### config.mk
export PLATFORM = sky130hd
export DESIGN_NAME = alu_arbiter
export DESIGN_NICKNAME = d
export VERILOG_FILES = /design/src/rtl/alu_arbiter.sv
export SDC_FILE = /design/constraint.sdc
export NUM_CORES = 1
export LEC_CHECK = 0
export ABC_AREA = 1
export BUFFER_PORTS_ARGS = -buffer_cell sky130_fd_sc_hd__buf_2
export CAP_MARGIN = 25
export CORE_MARGIN = 1.5
export CORE_UTILIZATION = 30
export DETAILED_ROUTE_END_ITERATION = 10
export PLACE_DENSITY = 0.54
export SKIP_CTS_REPAIR_TIMING = 1
export SYNTH_ARGS = -nofsm -noshare
export SYNTH_HDL_FRONTEND = slang
export SYNTH_SLANG_ARGS = --single-unit
### constraint.sdc
create_clock -name clk -period 2.1 [get_ports clk]
set_clock_uncertainty 0.1 [all_clocks]
set_input_delay 0 -clock clk [delete_from_list [all_inputs] [get_ports clk]]
set_output_delay 0 -clock clk [all_outputs]
set_load 0.005 [all_outputs]
### src/rtl/alu_arbiter.sv
`default_nettype none
// =============================================================================
// Module : alu_arbiter
// Two-requester round-robin front end for a shared combinational ALU.
// Rev    : 1.0
// =============================================================================
module alu_arbiter #(
  parameter int DATA_WIDTH = 32
) (
  input  logic                  clk,
  input  logic                  rst_n,
  input  logic                  r0_valid,
  output logic                  r0_ready,
  input  logic [DATA_WIDTH-1:0] r0_a,
  input  logic [DATA_WIDTH-1:0] r0_b,
  input  logic [1:0]            r0_op,
  input  logic                  r1_valid,
  output logic                  r1_ready,
  input  logic [DATA_WIDTH-1:0] r1_a,
  input  logic [DATA_WIDTH-1:0] r1_b,
  input  logic [1:0]            r1_op,
  output logic [DATA_WIDTH-1:0] alu_a,
  output logic [DATA_WIDTH-1:0] alu_b,
  output logic [1:0]            alu_option,
  input  logic [DATA_WIDTH-1:0] alu_out,
  output logic                  rsp_valid,
  output logic [DATA_WIDTH-1:0] rsp_data,
  output logic                  rsp_id,
  input  logic                  rsp_ready
);

  localparam logic [1:0] C_IDLE = 2'd0;
  localparam logic [1:0] C_EXEC = 2'd1;
  localparam logic [1:0] C_RESP = 2'd2;

  logic [1:0] r_state;
  logic       r_id;
  logic       r_last_grant;

  logic       w_idle;
  logic       w_grant0;
  logic       w_grant1;

  // Ready is gated by rst_n so nothing looks accepted while reset is held.
  assign w_idle   = (r_state == C_IDLE) && rst_n;
  assign w_grant0 = w_idle && r0_valid && (!r1_valid ||  r_last_grant);
  assign w_grant1 = w_idle && r1_valid && (!r0_valid || !r_last_grant);

  assign r0_ready = w_grant0;
  assign r1_ready = w_grant1;

  always_ff @(posedge clk or negedge rst_n) begin
    if (!rst_n) begin
      r_state      <= C_IDLE;
      r_id         <= 1'b0;
      r_last_grant <= 1'b1;
      alu_a        <= '0;
      alu_b        <= '0;
      alu_option   <= 2'b00;
      rsp_valid    <= 1'b0;
      rsp_data     <= '0;
      rsp_id       <= 1'b0;
    end else begin
      case (r_state)
        C_IDLE: begin
          if (w_grant0) begin
            alu_a        <= r0_a;
            alu_b        <= r0_b;
            alu_option   <= r0_op;
            r_id         <= 1'b0;
            r_last_grant <= 1'b0;
            r_state      <= C_EXEC;
          end else if (w_grant1) begin
            alu_a        <= r1_a;
            alu_b        <= r1_b;
            alu_option   <= r1_op;
            r_id         <= 1'b1;
            r_last_grant <= 1'b1;
            r_state      <= C_EXEC;
          end
        end
        C_EXEC: begin
          rsp_data  <= alu_out;
          rsp_id    <= r_id;
          rsp_valid <= 1'b1;
          r_state   <= C_RESP;
        end
        C_RESP: begin
          // Returning to IDLE here means no acceptance in the consume cycle.
          if (rsp_ready) begin
            rsp_valid <= 1'b0;
            r_state   <= C_IDLE;
          end
        end
        default: begin
          rsp_valid <= 1'b0;
          r_state   <= C_IDLE;
        end
      endcase
    end
  end

endmodule
`default_nettype wire

**Word level (Yosys, flattened, before mapping)**

Cells that the tools add are included.

- Bits in registers: 104
- Bits in latches: 0
- RAM bits: 0
- ROM bits: 0
- Word-level logic and storage cells: 43
- Memories kept: 0

- Add/subtract/negate cells: 0
- Multipliers: 0
- Divide/modulo/power cells: 0
- $lt $le $gt $ge: 0
- Equal/unequal tests: 4
- Shift operators: 0
- Muxes and demuxes: 14
- Bitwise logic cells: 1
- Reduce and logical (&&, ||, !) cells: 15

Operators with widths:

| kind | count |
|---|---|
| 2-to-1 mux 32 bit | 4 |
| 2-to-1 mux 2 bit | 5 |
| case mux 2 bit (3 select lines) | 1 |
| AND reduction 2 bit | 3 |
| logical AND 1 bit | 5 |
| zero test 1 bit | 3 |
| 2-to-1 mux 1 bit | 3 |
| inequality test 3 bit (second input constant) | 1 |
| case mux 1 bit (3 select lines) | 1 |
| equality test 2 x 1 -> 1 bit (second input constant) | 1 |
| equality test 2 bit (second input constant) | 1 |
| zero test 2 bit | 1 |
| logical OR 1 bit | 2 |
| inequality test 2 bit (second input constant) | 1 |
| nonzero test 2 bit | 1 |
| inverter 1 bit | 1 |

**Logic depth before layout (Yosys ltp)**

Gate-level depths: netlist of the first run.

- Depth after elaboration: 7
- Depth in mapped cells: 10

**Least setup slack after synthesis of the first run**

Ideal clock, no wire load.

- Kind: register to register
- Start point: reg r_last_grant
- End point: reg alu_a[31]
- Arrival: 1.278 ns
- Required time: 1.882 ns
- Slack: 0.604 ns
- Cell stages (with the launch flop): 10
- Path buffers: 2
- Period minus slack after synthesis: 1.496 ns
- Cells stage by stage: dfstp_2 > inv_1 > nand2_1 > nand2_1 > inv_2 > buf_2 > buf_2 > nand3_1 > nand3_1 > nand2_1

- Cells in the longest elaborated chain, start to end: 5
- Elaborated cells between the ends (all ways): 8

Ends and longest elaborated chain:

| item | RTL line | text |
|---|---|---|
| start, declared | 38 | `logic r_last_grant;` |
| start signal, assigned | 56 | `r_last_grant <= 1'b1;` |
| start signal, assigned | 71 | `r_last_grant <= 1'b0;` |
| start signal, assigned | 78 | `r_last_grant <= 1'b1;` |
| zero test 1 bit | 47 | `assign w_grant1 = w_idle && r1_valid && (!r0_valid \|\| !r_last_grant);` |
| logical OR 1 bit | 47 |  |
| logical AND 1 bit | 47 |  |
| nonzero test 2 bit (no line) | n/a |  |
| AND reduction 2 bit (no line) | n/a |  |
| end signal, assigned | 67 | `alu_a <= r0_a;` |
| end signal, assigned | 74 | `alu_a <= r1_a;` |
| end, declared | 22 | `output logic [DATA_WIDTH-1:0] alu_a,` |

Parallel ways exist; a longest one is shown, timed or not.
A chain may end at the register's enable or synchronous reset.

**Final worst setup path of the first run**

- Start point: reg r_last_grant
- End point: out r0_ready

- Cells in the longest elaborated chain, start to end: 2

Ends and longest elaborated chain:

| item | RTL line | text |
|---|---|---|
| logical OR 1 bit | 46 | `assign w_grant0 = w_idle && r0_valid && (!r1_valid \|\| r_last_grant);` |
| logical AND 1 bit | 46 |  |
| end, declared | 13 | `output logic r0_ready,` |

No other way between the ends.

==> results of run 1 <==
-- final timing paths --
check                              from             to
min in group asynchronous         rst_n   rsp_data[24]
max in group asynchronous         rst_n       alu_a[5]
min reg2reg                      rsp_id         rsp_id
min                            r1_valid     r_state[0]
max reg2reg                r_last_grant  alu_option[1]
max                        r_last_grant       r0_ready
-- cell usage after synthesis (2+ instances only) --
cell type    n  area (µm²)
nand3_1    199       996.0
buf_1        2       7.510
clkbuf_1    11       41.29
mux2_2      32       360.4
o21ai_0      4       20.02
buf_4        5       37.54
inv_1      138       518.0
buf_2       26       130.1
nand2_1    141       529.3
dfrtp_1    103        2577
inv_2        3       11.26
nand2_2      2       12.51
-- kinds of logic after synthesis --
family | synth area share
AO/OA/AOI/OAI | 0.005417
buffers and inverters | 0.1425
flip-flops | 0.4901
multiplexers | 0.06783
AND/OR/NAND/NOR | 0.2942
-- flip-flops by register name (all words and copies together) (netlist names) --
name	count
r_id	1
r_last_grant	1
rsp_id	1
alu_option	2
rsp_valid	1
alu_b	32
r_state	2
alu_a	32
rsp_data	32
-- power by group through the flow --
stage / sequential (mW) / clock, mW / combinational, mW
after floorplan: 3.54 / 0 / 1.75
after global placement: 3.47 / 0 / 3.48
after detailed placement: 3.47 / 0 / 3.53
after CTS: 3.45 / 1.77 / 3.52
after global routing: 3.57 / 1.84 / 4.17
final: 3.46 / 1.70 / 3.72
-- routing by layer --
metal,GRT usage,wire length (µm)
met3,0.04847,1248
met1,0.2175,7899
met2,0.2873,9200
met4,0.04492,332
met5,0,17
-- through the flow --
stage | utilization | total power, mW | hold WS (ns) | area, µm²
final | 0.5135 | 8.881 | 0.09362 | 8882
after global routing | 0.5135 | 9.576 | 0.1201 | 8882
after CTS | 0.4173 | 8.742 | -0.3718 | 7218
after detailed placement | 0.4001 | 6.991 | 0.01349 | 6920
after global placement | 0.4001 | 6.943 | 0.01507 | 6920
after floorplan | - | 5.291 | -0.3956 | 5313
-- area by class of cell --
class | count | area [µm²]
multi-input cells | 382 | 1964
clock buffers | 9 | 225.2
well taps | 225 | 281.5
inverters | 141 | 531.8
flip-flops and latches | 104 | 2604
clock inverters | 7 | 72.57
fillers | 1601 | 8414
repair buffers | 451 | 3203
-- worst max-delay path: stages, from the launching register on --
cell and delay, ns:
dfstp_2 0.54, inv_1 0.04, nand2_1 0.04, nand2_1 0.13
inv_4 0.18, nand2_4 0.09, buf_4 0.22, inv_1 0.10
buf_2 0.14
==> reports/metrics.json, run 1 <==
{
  "final_antenna_net_count": {"value": 0},
  "power.net_switching": {"value": 3.236, "unit": "mW"},
  "placement_rows": {"value": 48},
  "number_of_setup_violations_in_the_final_report": {"value": 0},
  "timing.final.max_slew_violations": {"value": 0},
  "gpl.final_weighted_congestion": {"value": 0.7329},
  "hold_viol_final": {"value": 0},
  "route.vias.total": {"value": 5905},
  "cts_tree": {"value": "built"},
  "place_inst": {"value": 1137},
  "totalWireLength": {"value": 18700, "unit": "µm"},
  "grt_antenna_before_repair": {"value": 1},
  "post-route-min-period": {"value": 1.942, "unit": "ns"},
  "viasPerCell": {"value": 4.477},
  "r2r_cells": {"value": 8},
  "synth-seq-cells": {"value": 104},
  "numPortBuffers": {"value": 270},
  "drt_first_pass_iters": {"value": 4},
  "die_x": {"value": 136.1, "unit": "µm"},
  "crit_type": {"value": "flip-flop to output port"},
  "max_freq": {"value": 514.9, "unit": "MHz"},
  "remaining_drc_errors": {"value": 0},
  "synth_edf_count": {"value": 0},
  "groute.usage.overall": {"value": 0.1718},
  "average_wire_per_standard_cell": {"value": 14.18, "unit": "µm"},
  "holdCritPathClass": {"value": "primary input to flip-flop"},
  "post_synth_top_flop": {"value": "dfrtp_1"},
  "synthesis.nets": {"value": 841},
  "setup_total_negative_slack": {"value": 0, "unit": "ns"},
  "insertedDiodeCount": {"value": 0},
  "swShare": {"value": 0.3644},
  "timing.hold.worst_path_depth": {"value": 4},
  "crit_path_max_fanout": {"value": 21},
  "cellInternalPower": {"value": 5.645, "unit": "mW"},
  "arrival": {"value": 1.84, "unit": "ns"},
  "grt_start_max_net_pins": {"value": 61},
  "worstMarginPinSlew": {"value": 0.4911, "unit": "ns"},
  "post-route-worst-setup-slack": {"value": 0.1579, "unit": "ns"},
  "critPathCaptureType": {"value": "output port"},
  "worst_path_clk_slew": {"value": 0.07, "unit": "ns"},
  "synth_area": {"value": 5313, "unit": "µm²"},
  "synthesis.instances": {"value": 672},
  "numCtsBuffers": {"value": 9},
  "clkPwrFrac": {"value": 0.191},
  "dr.first_iter.drc_count": {"value": 249},
  "share_of_synthesized_flip_flops_with_an_asynchronous_set_or_reset": {"value": 1.000},
  "most_common_library_cell_in_the_layout_ignoring_fill_and_taps": {"value": "buf_2"},
  "num_io_pins": {"value": 271},
  "slew_headroom": {"value": 0.6726},
  "die_area": {"value": 18520, "unit": "µm²"},
  "syn-mean-instance-area": {"value": 7.906, "unit": "µm²"},
  "area_of_the_core_region": {"value": 17300, "unit": "µm²"},
  "power_density": {"value": 999.9, "unit": "nW/µm²"},
  "grt_remaining_overflow": {"value": 0},
  "half_perimeter_wire_length_after_detailed_placement": {"value": 11260, "unit": "µm"},
  "finalNonFillerCells": {"value": 1319},
  "grt_setup_unrepaired": {"value": "false"},
  "clock_tree.htree_level_count": {"value": 3},
  "power.static_leakage": {"value": 5.075, "unit": "nW"},
  "layout.cells.most_common_list": {"value": "buf_2, nand3_1, dlygate4sd3_1"},
  "drv.max_cap_violation_count": {"value": 0},
  "synth_sequential_area_ratio": {"value": 0.4901},
  "nNetsFinal": {"value": 1258},
  "cts.root.buffer_cell": {"value": "clkbuf_16"},
  "critical_path.startpoint_type": {"value": "flip-flop"},
  "critPathRequiredTime": {"value": 2.00, "unit": "ns"},
  "placement.setup.worst_slack": {"value": 0.3932, "unit": "ns"},
  "grt_first_pass_wirelength": {"value": 24910, "unit": "µm"},
  "floorplan.initialDensity": {"value": 0.3071},
  "synthesis.yosys.warnings": {"value": 0},
  "ctsLongestPathBuffers": {"value": 2},
  "sinks_on_the_clock_net": {"value": 104},
  "syn_to_final_growth": {"value": 67.19, "unit": "%"},
  "vias_in_the_first_global_route": {"value": 4942},
  "post_synth_num_cell_types": {"value": 18},
  "chipHeight": {"value": 136.1, "unit": "µm"},
  "peakVddDrop": {"value": 0.0005434, "unit": "V"},
  "post_route_cells_drive_above_1_share": {"value": 0.3126},
  "clock_insertion_delay_worst_skew": {"value": 0.35, "unit": "ns"},
  "outcome": {"value": "finished clean"},
  "setup.reg_to_reg.worst_slack": {"value": 0.43, "unit": "ns"},
  "min_period_over_period": {"value": 0.9248},
  "power_frac_comb": {"value": 0.419},
  "share_seq_of_total_power": {"value": 0.390}
}
Power figures use the tool's default switching activity.
==> run 2, diff against run 1 <==
--- a/config.mk
+++ b/config.mk
@@ -11,7 +11,7 @@
 export CORE_MARGIN = 1.5
 export CORE_UTILIZATION = 30
 export DETAILED_ROUTE_END_ITERATION = 10
-export PLACE_DENSITY = 0.54
+export PLACE_DENSITY = 0.56
 export SKIP_CTS_REPAIR_TIMING = 1
 export SYNTH_ARGS = -nofsm -noshare
 export SYNTH_HDL_FRONTEND = slang
==> constraint.sdc (replaced) <==
create_clock -name clk -period 1.68 [get_ports clk]
set_clock_uncertainty 0.1 [all_clocks]
set_input_delay 0 -clock clk [delete_from_list [all_inputs] [get_ports clk]]
set_output_delay 0 -clock clk [all_outputs]
set_load 0.005 [all_outputs]
==> reports/metrics.json, run 2 (synthesis gave the netlist of run 1 again) <==
{
  "dpl_cell_area": {"value": 6980, "unit": "µm²"},
  "power_density": {"value": 1283, "unit": "nW/µm²"},
  "most_common_library_cell_in_the_layout_ignoring_fill_and_taps": {"value": "buf_2"},
  "drv.max_cap_violation_count": {"value": 0},
  "reg_top3": {"value": "alu_a x32, alu_b x32, rsp_data x32"},
  "groute.usage.overall": {"value": 0.1632},
  "grt_remaining_overflow": {"value": 0},
  "grt_antenna_before_repair": {"value": 1},
  "crit_type": {"value": "flip-flop to flip-flop"},
  "post_route_cells_drive_above_1_share": {"value": 0.3277},
  "clock_insertion_delay_worst_skew": {"value": 0.34, "unit": "ns"},
  "max_freq": {"value": 605.4, "unit": "MHz"},
  "worst_path_clk_slew": {"value": 0.08, "unit": "ns"},
  "holdCritPathClass": {"value": "primary input to flip-flop"},
  "swShare": {"value": 0.3523},
  "hold_viol_final": {"value": 0},
  "chipHeight": {"value": 136.1, "unit": "µm"},
  "power.net_switching": {"value": 4.239, "unit": "mW"},
  "nNetsFinal": {"value": 1281},
  "crit_path_max_fanout": {"value": 15},
  "regArea": {"value": 2604, "unit": "µm²"},
  "layout.cell_area.non_filler": {"value": 9378, "unit": "µm²"},
  "timing.final.max_slew_violations": {"value": 0},
  "layout.cells.most_common_list": {"value": "buf_2, nand3_1, dlygate4sd3_1"},
  "numPortBuffers": {"value": 270},
  "share_seq_of_total_power": {"value": 0.362},
  "worstMarginPinSlew": {"value": 0.5466, "unit": "ns"},
  "totalWireLength": {"value": 20050, "unit": "µm"},
  "slew_headroom": {"value": 0.6356},
  "cellInternalPower": {"value": 7.793, "unit": "mW"},
  "final_antenna_net_count": {"value": 0},
  "outcome": {"value": "finished clean"},
  "cts.root.buffer_cell": {"value": "clkbuf_16"},
  "numCtsBuffers": {"value": 9},
  "power.static_leakage": {"value": 5.303, "unit": "nW"},
  "post-route-min-period": {"value": 1.652, "unit": "ns"},
  "clkPwrFrac": {"value": 0.198},
  "grt_start_max_net_pins": {"value": 102},
  "multi_input_comb_area": {"value": 1983, "unit": "µm²"},
  "critPathCaptureType": {"value": "flip-flop"},
  "gpl.final_weighted_congestion": {"value": 0.7680},
  "sinks_on_the_clock_net": {"value": 104},
  "arrival": {"value": 1.79, "unit": "ns"},
  "clock_tree.htree_level_count": {"value": 3},
  "floorplan.initialDensity": {"value": 0.3071},
  "remaining_drc_errors": {"value": 0},
  "ctsLongestPathBuffers": {"value": 2},
  "grt_setup_unrepaired": {"value": "true"},
  "setup_total_negative_slack": {"value": 0, "unit": "ns"},
  "peakVddDrop": {"value": 0.0007116, "unit": "V"},
  "insertedDiodeCount": {"value": 0},
  "syn_to_final_growth": {"value": 76.52, "unit": "%"},
  "placement_rows": {"value": 48},
  "critical_path.startpoint_type": {"value": "flip-flop"},
  "half_perimeter_wire_length_after_detailed_placement": {"value": 10770, "unit": "µm"},
  "critPathRequiredTime": {"value": 1.82, "unit": "ns"},
  "fin_hold_ws": {"value": 0.08826, "unit": "ns"},
  "dr.first_iter.drc_count": {"value": 295},
  "viasPerCell": {"value": 4.581},
  "route.vias.total": {"value": 6148},
  "vias_in_the_first_global_route": {"value": 4668},
  "area_of_the_core_region": {"value": 17300, "unit": "µm²"},
  "average_wire_per_standard_cell": {"value": 14.94, "unit": "µm"},
  "num-fill-cells": {"value": 1507},
  "die_area": {"value": 18520, "unit": "µm²"},
  "power_frac_comb": {"value": 0.440},
  "die_x": {"value": 136.1, "unit": "µm"},
  "drt_first_pass_iters": {"value": 5},
  "grt_first_pass_wirelength": {"value": 23650, "unit": "µm"},
  "num_io_pins": {"value": 271},
  "number_of_setup_violations_in_the_final_report": {"value": 0},
  "cts_tree": {"value": "built"},
  "min_period_over_period": {"value": 0.9831}
}
run 2: cell count changes in the layout (fill, tap and decap cells not counted), sizes merged:
cell / change
clkinvlp: -1
inv: -1
dlygate4sd3: +1
clkbuf: +8
buf: +14
bufinv: +2
run 2: path summary, 6_finish.rpt:
kind | from | endpoint | slack [ns] | cells past startpoint
setup reg to reg | r_state[0] | alu_a[1] | 0.03 | 9
setup / recovery | r_state[0] | alu_a[1] | 0.03 | 9
hold / removal | r0_valid | r_state[0] | 0.09 | 4
min in group asynchronous | rst_n | r_last_grant | 0.13 | 2
max in group asynchronous | rst_n | r_state[1] | 0.81 | 3
hold reg to reg | rsp_id | rsp_id | 0.39 | 2
run 2: layout make-up:
type                            count  area share
Clock buffer                        9     0.02402
Clock inverter                      7     0.01187
Inverter                          141     0.05697
Multi-Input combinational cell    382      0.2115
Sequential cell                   104      0.2777
Tap cell                          225     0.03002
Timing Repair Buffer              474      0.3880
run 2: layer usage:
metal  wire length [µm]  vias to the layer above  GRT usage
met2               9978                      308     0.2724
met5                  9                        -          0
met3               1627                       40    0.04773
li1                   -                     2972          -
met1               8053                     2826     0.2032
met4                377                        2    0.05024
run 2: power groups by stage:
| stage | clock, mW | sequential (mW) | combinational [mW] |
|---|---|---|---|
| finish | 2.38 | 4.36 | 5.29 |
| global route | 2.54 | 4.50 | 5.83 |
| CTS | 2.46 | 4.33 | 4.46 |
| floorplan | 0 | 4.43 | 2.18 |
| global placement | 0 | 4.36 | 4.40 |
| detailed placement | 0 | 4.35 | 4.47 |
run 2: worst max-delay path: stages (launching register included):
cell	delay, ns
dfrtp_1	0.41
inv_2	0.08
nand2_2	0.06
nor2_4	0.19
buf_12	0.15
nand2_8	0.06
buf_4	0.17
clkbuf_16	0.18
nand3_1	0.09
nand2_1	0.07
run 2: stage by stage:
step / total power, mW / instances / setup WS (ns) / utilization
2_1_floorplan: 6.614 / 672 / 0.1836 / -
3_3_place_gp: 8.767 / 1135 / 0.1110 / 0.4036
3_5_place_dp: 8.818 / 1135 / 0.09225 / 0.4036
4_1_cts: 11.25 / 1151 / -0.2195 / 0.4230
5_1_grt: 12.87 / 1342 / -0.06718 / 0.5422
6_report: 12.03 / 1342 / 0.02831 / 0.5422
==> run 3, diff against run 2 <==
--- a/config.mk
+++ b/config.mk
@@ -5,14 +5,13 @@
 export SDC_FILE = /design/constraint.sdc
 export NUM_CORES = 1
 export LEC_CHECK = 0
-export ABC_AREA = 1
 export BUFFER_PORTS_ARGS = -buffer_cell sky130_fd_sc_hd__buf_2
 export CAP_MARGIN = 25
 export CORE_MARGIN = 1.5
 export CORE_UTILIZATION = 30
 export DETAILED_ROUTE_END_ITERATION = 10
 export PLACE_DENSITY = 0.56
-export SKIP_CTS_REPAIR_TIMING = 1
+export SETUP_SLACK_MARGIN = 0.05
 export SYNTH_ARGS = -nofsm -noshare
 export SYNTH_HDL_FRONTEND = slang
 export SYNTH_SLANG_ARGS = --single-unit
==> reports/metrics.json, run 3 <==
{
  "final_core_util": {"value": 0.5667},
  "crit_path_max_fanout": {"value": 32},
  "most_common_library_cell_in_the_layout_ignoring_fill_and_taps": {"value": "buf_2"},
  "sinks_on_the_clock_net": {"value": 104},
  "max_freq": {"value": 561.9, "unit": "MHz"},
  "reg_top3": {"value": "alu_a x32, alu_b x32, rsp_data x32"},
  "syn_to_final_growth": {"value": 84.45, "unit": "%"},
  "dpl_cell_area": {"value": 6689, "unit": "µm²"},
  "arrival": {"value": 1.90, "unit": "ns"},
  "r2r_cells": {"value": 4},
  "finalNonFillerCells": {"value": 1145},
  "total_power": {"value": 11.80, "unit": "mW"},
  "synthesis.nets": {"value": 659},
  "worstMarginPinSlew": {"value": 0.5817, "unit": "ns"},
  "average_wire_per_standard_cell": {"value": 19.87, "unit": "µm"},
  "post_synth_num_cell_types": {"value": 27},
  "area_fraction_of_the_dominant_cell_type_after_synthesis": {"value": 0.5059},
  "vias_in_the_first_global_route": {"value": 6283},
  "remaining_drc_errors": {"value": 0},
  "crit_start": {"value": "r_state[0]"},
  "viasPerCell": {"value": 5.469},
  "number_of_setup_violations_in_the_final_report": {"value": 48},
  "drv.max_cap_violation_count": {"value": 0},
  "synth_edf_count": {"value": 0},
  "peakVddDrop": {"value": 0.0005430, "unit": "V"},
  "share_of_synthesized_flip_flops_with_an_asynchronous_set_or_reset": {"value": 1.000},
  "cts.root.buffer_cell": {"value": "clkbuf_16"},
  "timing.final.max_slew_violations": {"value": 0},
  "critPathCaptureType": {"value": "flip-flop"},
  "cts_tree": {"value": "built"},
  "layout.cell_area.non_filler": {"value": 9398, "unit": "µm²"},
  "crit-reg2reg-capture": {"value": "alu_b[12]"},
  "min_period_over_period": {"value": 1.059},
  "die_x": {"value": 133.3, "unit": "µm"},
  "grt_remaining_overflow": {"value": 0},
  "ctsLongestPathBuffers": {"value": 2},
  "setup.reg_to_reg.worst_slack": {"value": -0.1, "unit": "ns"},
  "synthesis.instances": {"value": 490},
  "route.vias.total": {"value": 6262},
  "num_io_pins": {"value": 271},
  "post-route-min-period": {"value": 1.780, "unit": "ns"},
  "grt_setup_unrepaired": {"value": "true"},
  "post_route_cells_drive_above_1_share": {"value": 0.4058},
  "layout.cells.most_common_list": {"value": "buf_2, dlygate4sd3_1, dfrtp_1"},
  "fin_hold_ws": {"value": 0.09812, "unit": "ns"},
  "gpl.final_weighted_congestion": {"value": 0.7888},
  "holdCritPathClass": {"value": "primary input to asynchronous set/reset pin"},
  "place_inst": {"value": 932},
  "post_synth_main_area_contributors": {"value": "dfrtp_1, o31ai_1, a31oi_1, nand4_1, mux2_1"},
  "syn-mean-instance-area": {"value": 10.40, "unit": "µm²"},
  "critical_path.startpoint_type": {"value": "flip-flop"},
  "synth_sequential_area_ratio": {"value": 0.5111},
  "groute.usage.overall": {"value": 0.2338},
  "critPathRequiredTime": {"value": 1.80, "unit": "ns"},
  "netlist_top_cells_count": {"value": "dfrtp_1, a21oi_1, a31oi_1, nand4_1, o31ai_1"},
  "dr.first_iter.drc_count": {"value": 463},
  "numPortBuffers": {"value": 270},
  "hold_viol_final": {"value": 0},
  "die_area": {"value": 17770, "unit": "µm²"},
  "synthesis.yosys.warnings": {"value": 0},
  "floorplan.initialDensity": {"value": 0.3072},
  "post-route-worst-setup-slack": {"value": -0.09968, "unit": "ns"},
  "post_synth_top_flop": {"value": "dfrtp_1"},
  "synth_area": {"value": 5095, "unit": "µm²"},
  "crit_type": {"value": "flip-flop to flip-flop"},
  "half_perimeter_wire_length_after_detailed_placement": {"value": 12020, "unit": "µm"},
  "power.static_leakage": {"value": 4.044, "unit": "nW"},
  "synth.most_common_cell": {"value": "dfrtp_1"},
  "slew_headroom": {"value": 0.6122},
  "totalWireLength": {"value": 22750, "unit": "µm"},
  "numCtsBuffers": {"value": 9},
  "drt_first_pass_iters": {"value": 5},
  "chipHeight": {"value": 133.3, "unit": "µm"},
  "grt_antenna_before_repair": {"value": 1},
  "area_of_the_core_region": {"value": 16580, "unit": "µm²"},
  "failed_checks": {"value": "setup timing"},
  "power_density": {"value": 1255, "unit": "nW/µm²"},
  "synth_top_cell_by_area": {"value": "dfrtp_1"},
  "r2r-start": {"value": "r_state[0]"},
  "grt_first_pass_wirelength": {"value": 32840, "unit": "µm"},
  "placement.setup.worst_slack": {"value": -0.03508, "unit": "ns"},
  "final_antenna_net_count": {"value": 0},
  "outcome": {"value": "finished with violations"},
  "clock_insertion_delay_worst_skew": {"value": 0.34, "unit": "ns"},
  "nNetsFinal": {"value": 1088},
  "clock_tree.htree_level_count": {"value": 3},
  "grt_start_max_net_pins": {"value": 94},
  "synth-seq-cells": {"value": 104},
  "setup_total_negative_slack": {"value": -1.644, "unit": "ns"},
  "placement_rows": {"value": 47},
  "worst_path_clk_slew": {"value": 0.08, "unit": "ns"}
}
-- run 3: cell types whose count changed after synthesis, moves of 33 or more --
cell | previous run | this run
nand3_1 | 199 | 1
nand2_1 | 141 | 1
inv_1 | 138 | 1
a21oi_1 | 0 | 66
a31oi_1 | 0 | 66
nand4_1 | 0 | 66
o31ai_1 | 0 | 66
clkbuf_1 | 11 | 47
mux2_1 | 0 | 33
-- run 3: worst max path at each step --
| stage | end | slack [ns] | cells past startpoint |
|---|---|---|---|
| 2_1_floorplan | alu_a[24] | 0.06 | 5 |
| 3_3_place_gp | alu_b[27] | -0.02 | 4 |
| 3_5_place_dp | alu_b[27] | -0.04 | 4 |
| 4_1_cts | alu_b[19] | -0.002 | 7 |
| 5_1_grt | alu_a[26] | -0.15 | 7 |
| 6_report | alu_b[12] | -0.1 | 4 |
-- run 3: worst max-delay path, stage by stage, from the launching register on --
cell and delay, ns:
dfrtp_1 0.41, or3b_4 0.44, buf_12 0.19, o31ai_1 0.34, a31oi_2 0.16
-- run 3: report_power, final --
group	internal, mW	switching (mW)	total (mW)
Sequential	3.65	0.658	4.31
Combinational	2.64	2.57	5.20
Clock	1.21	1.08	2.29
Total	7.49	4.31	11.8
-- run 3: cells by family after synthesis --
family                 count (synthesis)  share of synthesized area
buffers and inverters                 73                    0.07195
muxes                                 33                    0.07294
DFF                                  104                     0.5111
and+or+nand+nor                       77                    0.09406
AOI/OAI and AO/OA                    203                     0.2500
-- run 3: final cells by class --
type	instances	area, µm²
multi-input cells	314	2362
repair buffers	488	3821
fillers	1390	7186
well taps	220	275.3
clock buffers	9	225.2
clock inverters	7	100.1
flip-flops and latches	104	2604
inverters	2	7.507
diodes	1	2.502
-- run 3: repair_timing --
item / 4_1_cts / 5_1_grt
endpoints found under the setup margin: 32 / 69
gates resized for setup: 24 / 24
cloned: 5 / 10
hold buffers: 167 / 0
endpoints found under the hold margin: 203 / 0
buffers inserted: 10 / 6
pin swaps: 29 / 20
-- run 3: metal layers --
metal | share of wire | routed length (µm) | GRT usage | vias to the layer above
li1 | - | - | - | 2805
met1 | 0.40 | 9104 | 0.2767 | 3011
met2 | 0.49 | 11240 | 0.4131 | 370
met3 | 0.067 | 1527 | 0.04033 | 76
met4 | 0.039 | 882 | 0.1087 | 0
met5 | 0 | 0 | 0 | -
